## src/rtl/led_seq_ctrl.sv

```systemverilog
// led_seq_ctrl: step-rate and pattern sequencer for a one-hot LED ring.
//
// A programmable prescaler sets the step rate. Four pattern modes are
// supported: rotate-left, rotate-right, ping-pong and blink-all. The block
// also has run/pause and single-step control. A new mode/divisor pair is
// taken over a valid/ready handshake and is applied only at a step boundary,
// so the LED pattern never shows an intermediate value.
//
// Ports
//   clk        clock
//   reset_n    asynchronous active-low reset
//   run        level: 1 = free-running, 0 = paused
//   step       one-cycle pulse, advances one position while paused
//   cfg_valid  configuration offer
//   cfg_ready  configuration slot free (registered)
//   cfg_mode   0 rotate-left, 1 rotate-right, 2 ping-pong, 3 blink-all
//   cfg_div    new prescaler divisor (one step every cfg_div+1 cycles)
//   leds       registered LED drive
//   tick       one-cycle pulse, coincident with each new leds value
//   mode       active pattern mode
module led_seq_ctrl #(
  parameter int unsigned NUM_LEDS    = 4,
  parameter int unsigned DIV_W       = 16,
  parameter int unsigned DEFAULT_DIV = 3
) (
  input  logic                clk,
  input  logic                reset_n,
  input  logic                run,
  input  logic                step,
  input  logic                cfg_valid,
  output logic                cfg_ready,
  input  logic [1:0]          cfg_mode,
  input  logic [DIV_W-1:0]    cfg_div,
  output logic [NUM_LEDS-1:0] leds,
  output logic                tick,
  output logic [1:0]          mode
);

  localparam int unsigned MODE_W = 2;

  localparam logic [MODE_W-1:0] MODE_ROL   = 2'd0;
  localparam logic [MODE_W-1:0] MODE_ROR   = 2'd1;
  localparam logic [MODE_W-1:0] MODE_PING  = 2'd2;
  localparam logic [MODE_W-1:0] MODE_BLINK = 2'd3;

  localparam logic DIR_UP   = 1'b0;
  localparam logic DIR_DOWN = 1'b1;

  typedef enum logic {
    ST_PAUSED  = 1'b0,
    ST_RUNNING = 1'b1
  } state_t;

  // Pending configuration payload captured at handshake acceptance.
  typedef struct packed {
    logic [MODE_W-1:0] mode;
    logic [DIV_W-1:0]  div;
  } cfg_t;

  state_t state_q, state_d;

  logic [DIV_W-1:0]    cnt_q, cnt_d;
  logic [DIV_W-1:0]    div_q, div_d;
  logic                dir_q, dir_d;
  logic                pend_valid_q, pend_valid_d;
  cfg_t                pend_q, pend_d;
  logic [NUM_LEDS-1:0] leds_d;
  logic                tick_d;
  logic [MODE_W-1:0]   mode_d;
  logic                cfg_ready_d;

  logic                terminal_c;
  logic                accept_c;
  logic                do_apply_c;
  logic                do_adv_c;
  logic [NUM_LEDS-1:0] adv_leds_c;
  logic                adv_dir_c;
  logic [NUM_LEDS-1:0] start_leds_c;
  logic [NUM_LEDS-1:0] rol_c;
  logic [NUM_LEDS-1:0] ror_c;

  // State register.
  always_ff @(posedge clk or negedge reset_n) begin
    if (!reset_n) begin
      state_q <= ST_PAUSED;
    end else begin
      state_q <= state_d;
    end
  end

  // Next-state logic: run is sampled every cycle.
  always_comb begin
    state_d = state_q;
    case (state_q)
      ST_PAUSED:  if (run)  state_d = ST_RUNNING;
      ST_RUNNING: if (!run) state_d = ST_PAUSED;
      default:    state_d = ST_PAUSED;
    endcase
  end

  // Pattern helpers: rotations keep a one-hot vector one-hot, including the
  // ping-pong endpoints where the direction flips instead of wrapping.
  always_comb begin
    rol_c      = {leds[NUM_LEDS-2:0], leds[NUM_LEDS-1]};
    ror_c      = {leds[0], leds[NUM_LEDS-1:1]};
    adv_leds_c = leds;
    adv_dir_c  = dir_q;
    case (mode)
      MODE_ROL: adv_leds_c = rol_c;
      MODE_ROR: adv_leds_c = ror_c;
      MODE_PING: begin
        if (dir_q == DIR_UP) begin
          if (leds[NUM_LEDS-1]) begin
            adv_leds_c = ror_c;
            adv_dir_c  = DIR_DOWN;
          end else begin
            adv_leds_c = rol_c;
          end
        end else begin
          if (leds[0]) begin
            adv_leds_c = rol_c;
            adv_dir_c  = DIR_UP;
          end else begin
            adv_leds_c = ror_c;
          end
        end
      end
      MODE_BLINK: adv_leds_c = (leds == '1) ? '0 : '1;
      default:    adv_leds_c = leds;
    endcase
  end

  // Start pattern for the mode about to be applied.
  always_comb begin
    start_leds_c = NUM_LEDS'(1);
    case (pend_q.mode)
      MODE_ROR:   start_leds_c = {1'b1, {(NUM_LEDS-1){1'b0}}};
      MODE_BLINK: start_leds_c = '1;
      default:    start_leds_c = NUM_LEDS'(1);
    endcase
  end

  // Output / datapath next-value logic.
  always_comb begin
    cnt_d        = cnt_q;
    div_d        = div_q;
    dir_d        = dir_q;
    pend_valid_d = pend_valid_q;
    pend_d       = pend_q;
    leds_d       = leds;
    tick_d       = 1'b0;
    mode_d       = mode;
    cfg_ready_d  = cfg_ready;
    do_apply_c   = 1'b0;
    do_adv_c     = 1'b0;

    terminal_c = (cnt_q == div_q);
    accept_c   = cfg_valid & cfg_ready;

    if (state_q == ST_RUNNING) begin
      // A pending config replaces the normal advance at terminal count.
      if (terminal_c) begin
        cnt_d      = '0;
        do_apply_c = pend_valid_q;
        do_adv_c   = ~pend_valid_q;
      end else begin
        cnt_d = cnt_q + DIV_W'(1);
      end
    end else begin
      // While paused a pending config applies at once and beats a step.
      do_apply_c = pend_valid_q;
      do_adv_c   = ~pend_valid_q & step;
    end

    // Entering or staying in PAUSED keeps the prescaler cleared.
    if (state_d == ST_PAUSED) begin
      cnt_d = '0;
    end

    if (do_adv_c) begin
      leds_d = adv_leds_c;
      dir_d  = adv_dir_c;
      tick_d = 1'b1;
    end

    if (do_apply_c) begin
      mode_d       = pend_q.mode;
      div_d        = pend_q.div;
      cnt_d        = '0;
      dir_d        = DIR_UP;
      leds_d       = start_leds_c;
      tick_d       = 1'b1;
      pend_valid_d = 1'b0;
      cfg_ready_d  = 1'b1;
    end

    // cfg_ready is low whenever a config is pending, so acceptance never
    // coincides with an apply.
    if (accept_c) begin
      pend_d.mode  = cfg_mode;
      pend_d.div   = cfg_div;
      pend_valid_d = 1'b1;
      cfg_ready_d  = 1'b0;
    end
  end

  // Datapath and output registers.
  always_ff @(posedge clk or negedge reset_n) begin
    if (!reset_n) begin
      cnt_q        <= '0;
      div_q        <= DIV_W'(DEFAULT_DIV);
      dir_q        <= DIR_UP;
      pend_valid_q <= 1'b0;
      pend_q       <= '0;
      leds         <= NUM_LEDS'(1);
      tick         <= 1'b0;
      mode         <= MODE_ROL;
      cfg_ready    <= 1'b1;
    end else begin
      cnt_q        <= cnt_d;
      div_q        <= div_d;
      dir_q        <= dir_d;
      pend_valid_q <= pend_valid_d;
      pend_q       <= pend_d;
      leds         <= leds_d;
      tick         <= tick_d;
      mode         <= mode_d;
      cfg_ready    <= cfg_ready_d;
    end
  end

endmodule

```

## config.mk

```make
export PLATFORM = sky130hd
export DESIGN_NAME = led_seq_ctrl
export DESIGN_NICKNAME = d
export VERILOG_FILES = /design/src/rtl/led_seq_ctrl.sv
export SDC_FILE = /design/constraint.sdc
export NUM_CORES = 1
export LEC_CHECK = 0
export ABC_AREA = 1
export CORE_ASPECT_RATIO = 0.6
export CORE_MARGIN = 3
export CORE_UTILIZATION = 44
export DETAILED_ROUTE_END_ITERATION = 6
export PLACE_DENSITY = 0.69
export SLEW_MARGIN = 25
export SYNTH_ARGS = -nofsm -noshare
export SYNTH_HDL_FRONTEND = slang
export SYNTH_SLANG_ARGS = --single-unit
```

## constraint.sdc

```tcl
create_clock -name clk -period 4.6 [get_ports clk]
set_input_delay 0.69 -clock clk [delete_from_list [all_inputs] [get_ports clk]]
set_output_delay 0.69 -clock clk [all_outputs]
set_load 0.03 [all_outputs]
```

After elaboration in Yosys (flattened, before gate mapping) --
Cells that the tools add are included.
Storage, ports and cells: logic and storage cells 57, output and inout bits 8, register bits after elaboration 61, bits of input ports 23
Operators by class: bitwise operators 3, add/subtract/negate cells 1, muxes and demuxes 29, reduce and logical (&&, ||, !) cells 5, equal/unequal tests 8
Operator list (number):
- two-way mux 16 bit | 4
- two-way mux 4 bit | 6
- two-way mux 1 bit | 17
- adder 16 x 1 -> 16 bit (second input constant) | 1
- equality test 16 bit | 1
- one-hot mux 4 bit (4 select lines) | 1
- one-hot mux 4 bit (2 select lines) | 1
- equality test 2 bit (second input constant) | 3
- nonzero test 2 bit | 3
- equality test 2 x 1 -> 1 bit (second input constant) | 2
- equality test 4 bit (second input constant) | 1
- inequality test 3 x 2 -> 1 bit (second input constant) | 1
- AND 1 bit | 2
- logical NOT 2 bit | 1
- AND reduction 2 bit | 1
- inverter 1 bit | 1

Longest topological paths before layout --
Gate-level depths: netlist (run 1).
depth after elaboration 5, mapped depth 14, mapped depth without buffers 13

Worst setup path before layout (run 1) --
No wires, ideal clock.
path type in2reg, start point input port run, end point register cnt_q[11], stages 7, path buffers 1, setup slack 2.966 ns, arrival 1.510 ns, library setup time 0.124 ns, data required time 4.476 ns, path through inv_1 nor2_1 inv_1 buf_2 nand2_1 xor2_1 a21oi_1
Between the ends: longest elaborated chain between the ends 3, elaborated cells on any way between the ends 4, those cells by class eq/ne: 1; mux: 3
RTL lines:
- from (decl) | RTL line 28 | input logic run,
- two-way mux 1 bit * | RTL line 95, 96
- two-way mux 16 bit | RTL line 176 | if (state_d == ST_PAUSED) begin
- two-way mux 16 bit | RTL line 186 | if (do_apply_c) begin
- to (signal assigned) | RTL line 220 | cnt_q <= cnt_d;
- to (decl) | RTL line 62 | logic [DIV_W-1:0] cnt_q, cnt_d;
Mark *: on every way between the ends. The rest lies on a longest branch, timed or not. A chain may end at the register's enable or synchronous reset.

Worst setup path after layout (run 1) --
start point register leds[0], end point output port leds[0]
RTL lines:
- from (decl) | RTL line 34 | output logic [NUM_LEDS-1:0] leds,
- from (signal assigned) | RTL line 225 | leds <= leds_d;
No word-level cell between the ends.

==> metrics.md, run 1 <==
| Metric | Value |
|---|---|
| Ant. Diodes | 0 |
| CP Launch Type | flip-flop |
| Die Wd | 115 um |
| Critical-path cell list | clkdlybuf4s50_1 |
| Final period util | between 50 and 60% |
| RSZ-0062 raised after global routing | no |
| Via density | between 4 and 5 |
| Actual slew at the worst max-slew pin | 0.867 ns |
| Worst r2r dst | cnt_q[5] |
| Initial antenna violation count | 0 |
| Final WL | 6850 um |
| Worst-path maximum fanout | 8 |
| Pin count of the biggest net entering global routing | 54 |
| Post-synth top area cell | dfrtp_1 |
| Ranking of synthesized cells by area | dfrtp_1, nand2_1, inv_1, o21ai_0, dfstp_2 |
| Die height | just over 70 um |
| Clk pin slew, worst setup/hold paths | about 0.050 ns |
| Global-route wire length before repair | ~12000 um |
| Sequential cell area fraction in the yosys report | between 40% and 50% |
| Max-cap violations | 0 |
| Post-synth cell types | 31 |
| Final #Nets | between 400 and 500 |
| Layout area overhead | 20.0% |
| Leakage power | about 1.8 nW |
| Vias in the first global route | around 2600 |
| Power Total | roughly 0.0022 W |
| HPWL after DPL | about 4900 um |
| Layout cells sized above 1 | roughly 8.4% |
| Final setup violation count | 0 |
| Max_slew headroom | ~42% |
| Storage cell area | 1530 um2 |
| Post-CTS Setup Bufs | 0 |
| Aggregate global routing overflow | 0 |
| Critical Path RT | just under 4 ns |
| First-pass DRT Iterations | 4 |
| Worst clock skew | approximately 0.005 ns |
| Critical Path Sink | leds[0] |
| Core Util, Final | 55.3% |
| Worst Setup SP | leds[0] |
| Outcome | completed |
| RR Startpoint | pend_valid_q |
| Final Hold Fails | 0 |
| HP Class | input port to asynchronous set/reset pin |
| Final ANT Viol Nets | 0 |
| DRT iter0 DRCs | roughly 240 |
| Slowest library cell on the worst path | clkdlybuf4s50_1 |
| Row cnt | 23 |
| Synthesized net count | 439 |
| Number of synthesis warnings | 0 |
| Setup slack after layout | 2.29 ns |
| PD cells | about 600 nW/um2 |
| Setup TNS | 0 ns |
| DRC | 0 |
| Placement Setup Slack | roughly 2.0 ns |
| Post-CTS Hold Buffers | 0 |
| Synth Area per Inst | roughly 7.5 um2 |
| H-tree lvl count | 3 |
| Bufs on Longest Clock Path | 2 |
| Multi-input logic area | about 1300 um2 |
| #FFs+latches synth | between 60 and 70 |
| Synth Cell Area | 3130 um2 |
| Mapped Cells | ~420 |
| CTS tree | done |
| CTS root buf | clkbuf_16 |
| Die area | ~8200 um2 |
| Routed vias | about 2600 |
| Largest delay contributor family on the critical path | buffers and inverters |
| Fmax | 433 MHz |
| Shortest period the worst path allows | ~2.3 ns |
| GRT Total Usage | 18.8% |
| Critical path class | flip-flop to output port |
| CP endpoint kind | output port |
| R2R cell count | 8 |
| Number of max-slew violations in the final report | 0 |
| Clock Latency Late Sink | 0.33 ns |
| Bufs and invs on worst path | 1 |
| CP Depth | 1 |
| Peak VDD IR | around 0.31 mV |
| Starting Density | about 46% |
| TritonCTS Sinks | between 60 and 70 |
| Resize count post-CTS | 0 |
| WL/cell | around 13 um |
| CP max stage delay | a little under 0.7 ns |
| Core region area | about 6800 um2 |
| Num ports | 31 |
| Crit path arrival time | ~1.6 ns |
| Total of fill cells in the finished design | between 600 and 700 |
| Placer Congestion | about 0.9 |
| Post-synth top area share | between 40% and 50% |
| PortBufs | 30 |
| Num CTS Buffers | 9 |
| Setup slack, reg-to-reg | around 2.6 ns |
==> final cells by class <==
type	instances	area share, %
clock inverters	5	1.33
multi-input cells	282	34.2
repair buffers	31	8.06
flip-flops and latches	61	40.8
clock buffers	11	6.46
inverters	61	6.23
well taps	87	2.90
==> through the flow <==
stage,cells,instance area (um2),hold slack (ns)
floorplan,415,3130,0.394
global placement,522,3460,0.468
detailed placement,522,3460,0.470
CTS,538,3750,0.193
global route,538,3750,0.193
finish,538,3750,0.198
==> layer usage <==
| layer | GRT usage [%] | up-vias | share of wire, % |
|---|---|---|---|
| li1 | - | 1353 | - |
| met5 | 0 | - | 0 |
| met4 | 7.03 | 0 | 1.1 |
| met3 | 5.49 | 9 | 5.3 |
| met2 | 27.6 | 59 | 44 |
| met1 | 26.4 | 1218 | 50 |
==> Yosys cell counts <==
cell / count
nand2_1: 153
dfrtp_1: 57
inv_1: 57
o21ai_0: 29
nor2_1: 25
nand3_1: 15
a21oi_1: 13
xor2_1: 9
nor3_1: 8
o21ai_1: 8
clkbuf_1: 4
dfstp_2: 4
nor2_2: 4
o21ai_2: 4
buf_6: 3
inv_2: 3
buf_2: 2
nand2_2: 2
nand2_4: 2
nand4_1: 2
a31oi_1: 1
buf_8: 1
clkbuf_2: 1
clkinv_4: 1
ha_1: 1
o2111ai_1: 1
o211ai_1: 1
o221ai_1: 1
o22ai_1: 1
o2bb2ai_1: 1
or2_2: 1
==> state kept, by name, summed over array words and instances, names as in the netlist <==
| name | count |
|---|---|
| tick | 1 |
| pend_q | 18 |
| mode | 2 |
| state_q | 1 |
| div_q | 16 |
| leds | 4 |
| dir_q | 1 |
| cfg_ready | 1 |
| cnt_q | 16 |
| pend_valid_q | 1 |
==> how the worst min path moves through the flow <==
stage / start / end / cells past startpoint
after floorplan: reset_n / cnt_q[0] / 0
after global placement: pend_q[11] / pend_q[11] / 2
after detailed placement: pend_q[10] / pend_q[10] / 2
after CTS: reset_n / pend_q[1] / 1
after global routing: reset_n / pend_q[3] / 1
final: reset_n / div_q[5] / 1
==> report_power, final <==
part / switching (W) / leakage, nW / internal [W] / total, W
combinational: 0.000441 / 0.896 / 0.000263 / 0.000703
sequential: 0.000143 / 0.776 / 0.000728 / 0.000871
clock: 0.000227 / 0.149 / 0.000429 / 0.000656
total: 0.000810 / 1.82 / 0.00142 / 0.00223
==> cell families (layout without fill, tap and decap cells) <==
logic type | count (synthesis) | in the layout | synth area share, %
xor gates and xnor gates | 9 | 9 | 2.52
AOI/OAI and AO/OA | 60 | 60 | 10.6
buffers and inverters | 72 | 108 | 10.0
adders and majority gates | 1 | 1 | 0.400
DFF | 61 | 61 | 48.9
and+or+nand+nor | 212 | 212 | 27.5
==> cells in the final DEF (no fill, tap or decap), drive strengths merged, types with 2 or more instances in the layout <==
cell / n
nand2: 157
inv: 60
dfrtp: 57
o21ai: 41
clkdlybuf4s50: 29
nor2: 29
nand3: 15
a21oi: 13
clkbuf: 11
xor2: 9
nor3: 8
clkinv: 5
dfstp: 4
nand4: 2
buf: 2
Note: power is estimated with default switching activity, not from simulation.
==> inputs of run 2 (changes only) <==
--- a/config.mk
+++ b/config.mk
@@ -10,7 +10,7 @@
 export CORE_MARGIN = 3
 export CORE_UTILIZATION = 44
 export DETAILED_ROUTE_END_ITERATION = 6
-export PLACE_DENSITY = 0.69
+export PLACE_DENSITY = 0.72
 export SLEW_MARGIN = 25
 export SYNTH_ARGS = -nofsm -noshare
 export SYNTH_HDL_FRONTEND = slang
==> constraint.sdc (replaced) <==
create_clock -name clk -period 2 [get_ports clk]
set_input_delay 0.3 -clock clk [delete_from_list [all_inputs] [get_ports clk]]
set_output_delay 0.3 -clock clk [all_outputs]
set_load 0.03 [all_outputs]
==> run 2 against run 1 <==
Net effect: total power increased by 140%; combinational power increased by 130%; sequential power increased by 130%; count of clock-buffer cells in the layout unchanged; clock power increased by 150%; first-iteration DRC count increased by 28%; final cell count increased by 1.9%; critical path depth unchanged; utilization increased by 1.6 points; final area increased by 2.9%; largest cell class unchanged; highest routed layer unchanged.
==> metrics.md, run 2 (same netlist as run 1, synthesis figures left out) <==
| Metric | Value |
|---|---|
| Outcome | completed |
| HP Class | input port to flip-flop |
| Final #Nets | 480 (+2.1%) |
| GRT Total Usage | 19.3% (+0.50 points) |
| CP endpoint kind | output port |
| Most frequent cells in the layout | nand2_1, inv_1, dfrtp_1 |
| Ant. Diodes | 0 (unchanged) |
| Die area | 8190 um2 (unchanged) |
| Max_slew headroom | 76.6% (+34 points) |
| Layout area overhead | 23.5% |
| PortBufs | 30 (unchanged) |
| H-tree lvl count | 3 (unchanged) |
| Vias in the first global route | 2569 (-0.93%) |
| Global-route wire length before repair | 12300 um (+2.2%) |
| Routed vias | 2727 (+3.3%) |
| Core region area | 6790 um2 (unchanged) |
| Critical path class | flip-flop to output port |
| Clock Latency Late Sink | 0.33 ns (about the same) |
| CP Launch Type | flip-flop |
| Number of max-slew violations in the final report | 0 (unchanged) |
| Layout cells sized above 1 | 10.2% (+1.8 points) |
| Die Wd | 115 um (unchanged) |
| Worst hold margin | 0.432 ns (+0.234 ns) |
| Die height | 71.3 um (unchanged) |
| CTS root buf | clkbuf_16 |
| Final ANT Viol Nets | 0 (unchanged) |
| Max-cap violations | 0 (unchanged) |
| DRT iter0 DRCs | 312 (+28%) |
| Critical-path cell list | clkdlybuf4s50_1 |
| Pin count of the biggest net entering global routing | 62 (+15%) |
| HPWL after DPL | 5020 um (+3.4%) |
| Final setup violation count | 0 (unchanged) |
| Max FFs per register | 18 (unchanged) |
| CP max stage delay | 0.69 ns (about the same) |
| Final period util | between 90% and 100% |
| Starting Density | 46.1% (unchanged) |
| PD cells | 1360 nW/um2 (+130%) |
| WL/cell | 12.8 um (+0.38%) |
| Bufs on Longest Clock Path | 2 (unchanged) |
| Commonest non-fill, non-tap cell in the layout | nand2_1 |
| Worst clock skew | 0.00814 ns (+0.00310 ns) |
| Num CTS Buffers | 9 (unchanged) |
| Final Hold Fails | 0 (unchanged) |
| Peak VDD IR | 0.640 mV (+110%) |
| Bufs and invs on worst path | 1 (unchanged) |
| Post-CTS Setup Bufs | 0 (unchanged) |
| Leakage power | 1.88 nW (+3.1%) |
| Row cnt | 23 (unchanged) |
| Crit path arrival time | 1.62 ns (about the same) |
| Fmax | 521 MHz |
| DRC | 0 (unchanged) |
| Placed Area | 3540 um2 (+2.3%) |
| Shortest period the worst path allows | 1.92 ns |
| Via density | 4.98 (+1.4%) |
| CTS tree | done |
| First-pass DRT Iterations | 4 (unchanged) |
| Worst-path maximum fanout | 8 (unchanged) |
| Final instance area | 3860 um2 (+2.9%) |
| TritonCTS Sinks | 61 (unchanged) |
| Largest register by flop count | pend_q |
| Placer Congestion | 0.862 (-7.1%) |
| Critical Path RT | 1.70 ns (-2.21 ns) |
| RSZ-0062 raised after global routing | no |
| Slowest library cell on the worst path | clkdlybuf4s50_1 |
| Setup TNS | 0 ns (unchanged) |
| Num ports | 31 (unchanged) |
| Initial antenna violation count | 0 (unchanged) |
| Largest registers | pend_q x18, cnt_q x16, div_q x16 |
| Clk pin slew, worst setup/hold paths | 0.05 ns (about the same) |
| Largest delay contributor family on the critical path | buffers and inverters |
| Aggregate global routing overflow | 0 (unchanged) |
| Final WL | 7010 um (+2.2%) |
| Actual slew at the worst max-slew pin | 0.349 ns (-0.518 ns) |
-- run 2: cell types whose count changed in the layout (fill, tap and decap cells not counted) --
cell / previous run / this run
buf_12: 0 / 1
clkinv_2: 4 / 3
clkbuf_1: 1 / 2
dlygate4sd3_1: 0 / 1
clkbuf_8: 1 / 0
bufinv_16: 1 / 2
buf_4: 1 / 9
nor3_1: 8 / 7
nor3_2: 0 / 1
-- run 2: path summary, 6_finish.rpt --
check | from | to | slack (ns) | cells past startpoint
max | leds[0] | leds[0] | 0.08 | 1
min | run | state_q | 0.43 | 1
max reg2reg | cnt_q[14] | div_q[2] | 0.22 | 12
min reg2reg | pend_q[11] | pend_q[11] | 0.48 | 2
max in group asynchronous | reset_n | cfg_ready | 1.19 | 3
min in group asynchronous | reset_n | pend_q[8] | 0.51 | 3
-- run 2: power breakdown --
group / switching [W] / internal, W
Combinational: 0.00102 / 0.000638
Sequential: 0.000334 / 0.00167
Clock: 0.000527 / 0.00108
Total: 0.00188 / 0.00339
-- run 2: repair_timing --
action / CTS / global route
setup endpoints to repair: 0 / 2
hold buffers: 1 / 0
endpoints found under the hold margin: 57 / 0
gates resized for setup: 0 / 1
-- run 2: routing by layer --
layer / global-route usage (%) / wire length (um) / vias to the layer above
li1: - / - / 1366
met1: 27.4 / 3430 / 1282
met2: 27.7 / 3050 / 68
met3: 6.33 / 418 / 11
met4: 6.64 / 107 / 0
met5: 0 / 0 / -
-- run 2: per-stage QoR --
step	std cells	power [W]	worst slack (ns)	util, %
2_1_floorplan	415	0.00315	0.412	-
3_3_place_gp	531	0.00363	0.214	52.2
3_5_place_dp	531	0.00366	0.208	52.2
4_1_cts	548	0.00532	0.0703	56.8
5_1_grt	548	0.00568	0.00775	56.9
6_report	548	0.00527	0.0788	56.9
-- run 2: final cells by class --
class / instances / area [um2]
clock buffers: 11 / 233
clock inverters: 5 / 75.1
fillers: 661 / 2930
inverters: 61 / 234
multi-input cells: 282 / 1290
flip-flops and latches: 61 / 1530
well taps: 87 / 109
repair buffers: 41 / 393
==> inputs of run 3 (changes only) <==
--- a/config.mk
+++ b/config.mk
@@ -10,6 +10,7 @@
 export CORE_MARGIN = 3
 export CORE_UTILIZATION = 44
 export DETAILED_ROUTE_END_ITERATION = 6
+export GPL_TIMING_DRIVEN = 1
 export PLACE_DENSITY = 0.72
 export SLEW_MARGIN = 25
 export SYNTH_ARGS = -nofsm -noshare
==> results of run 3 <==
Same layout as run 2: the final DEF is identical, and so are final timing and power.
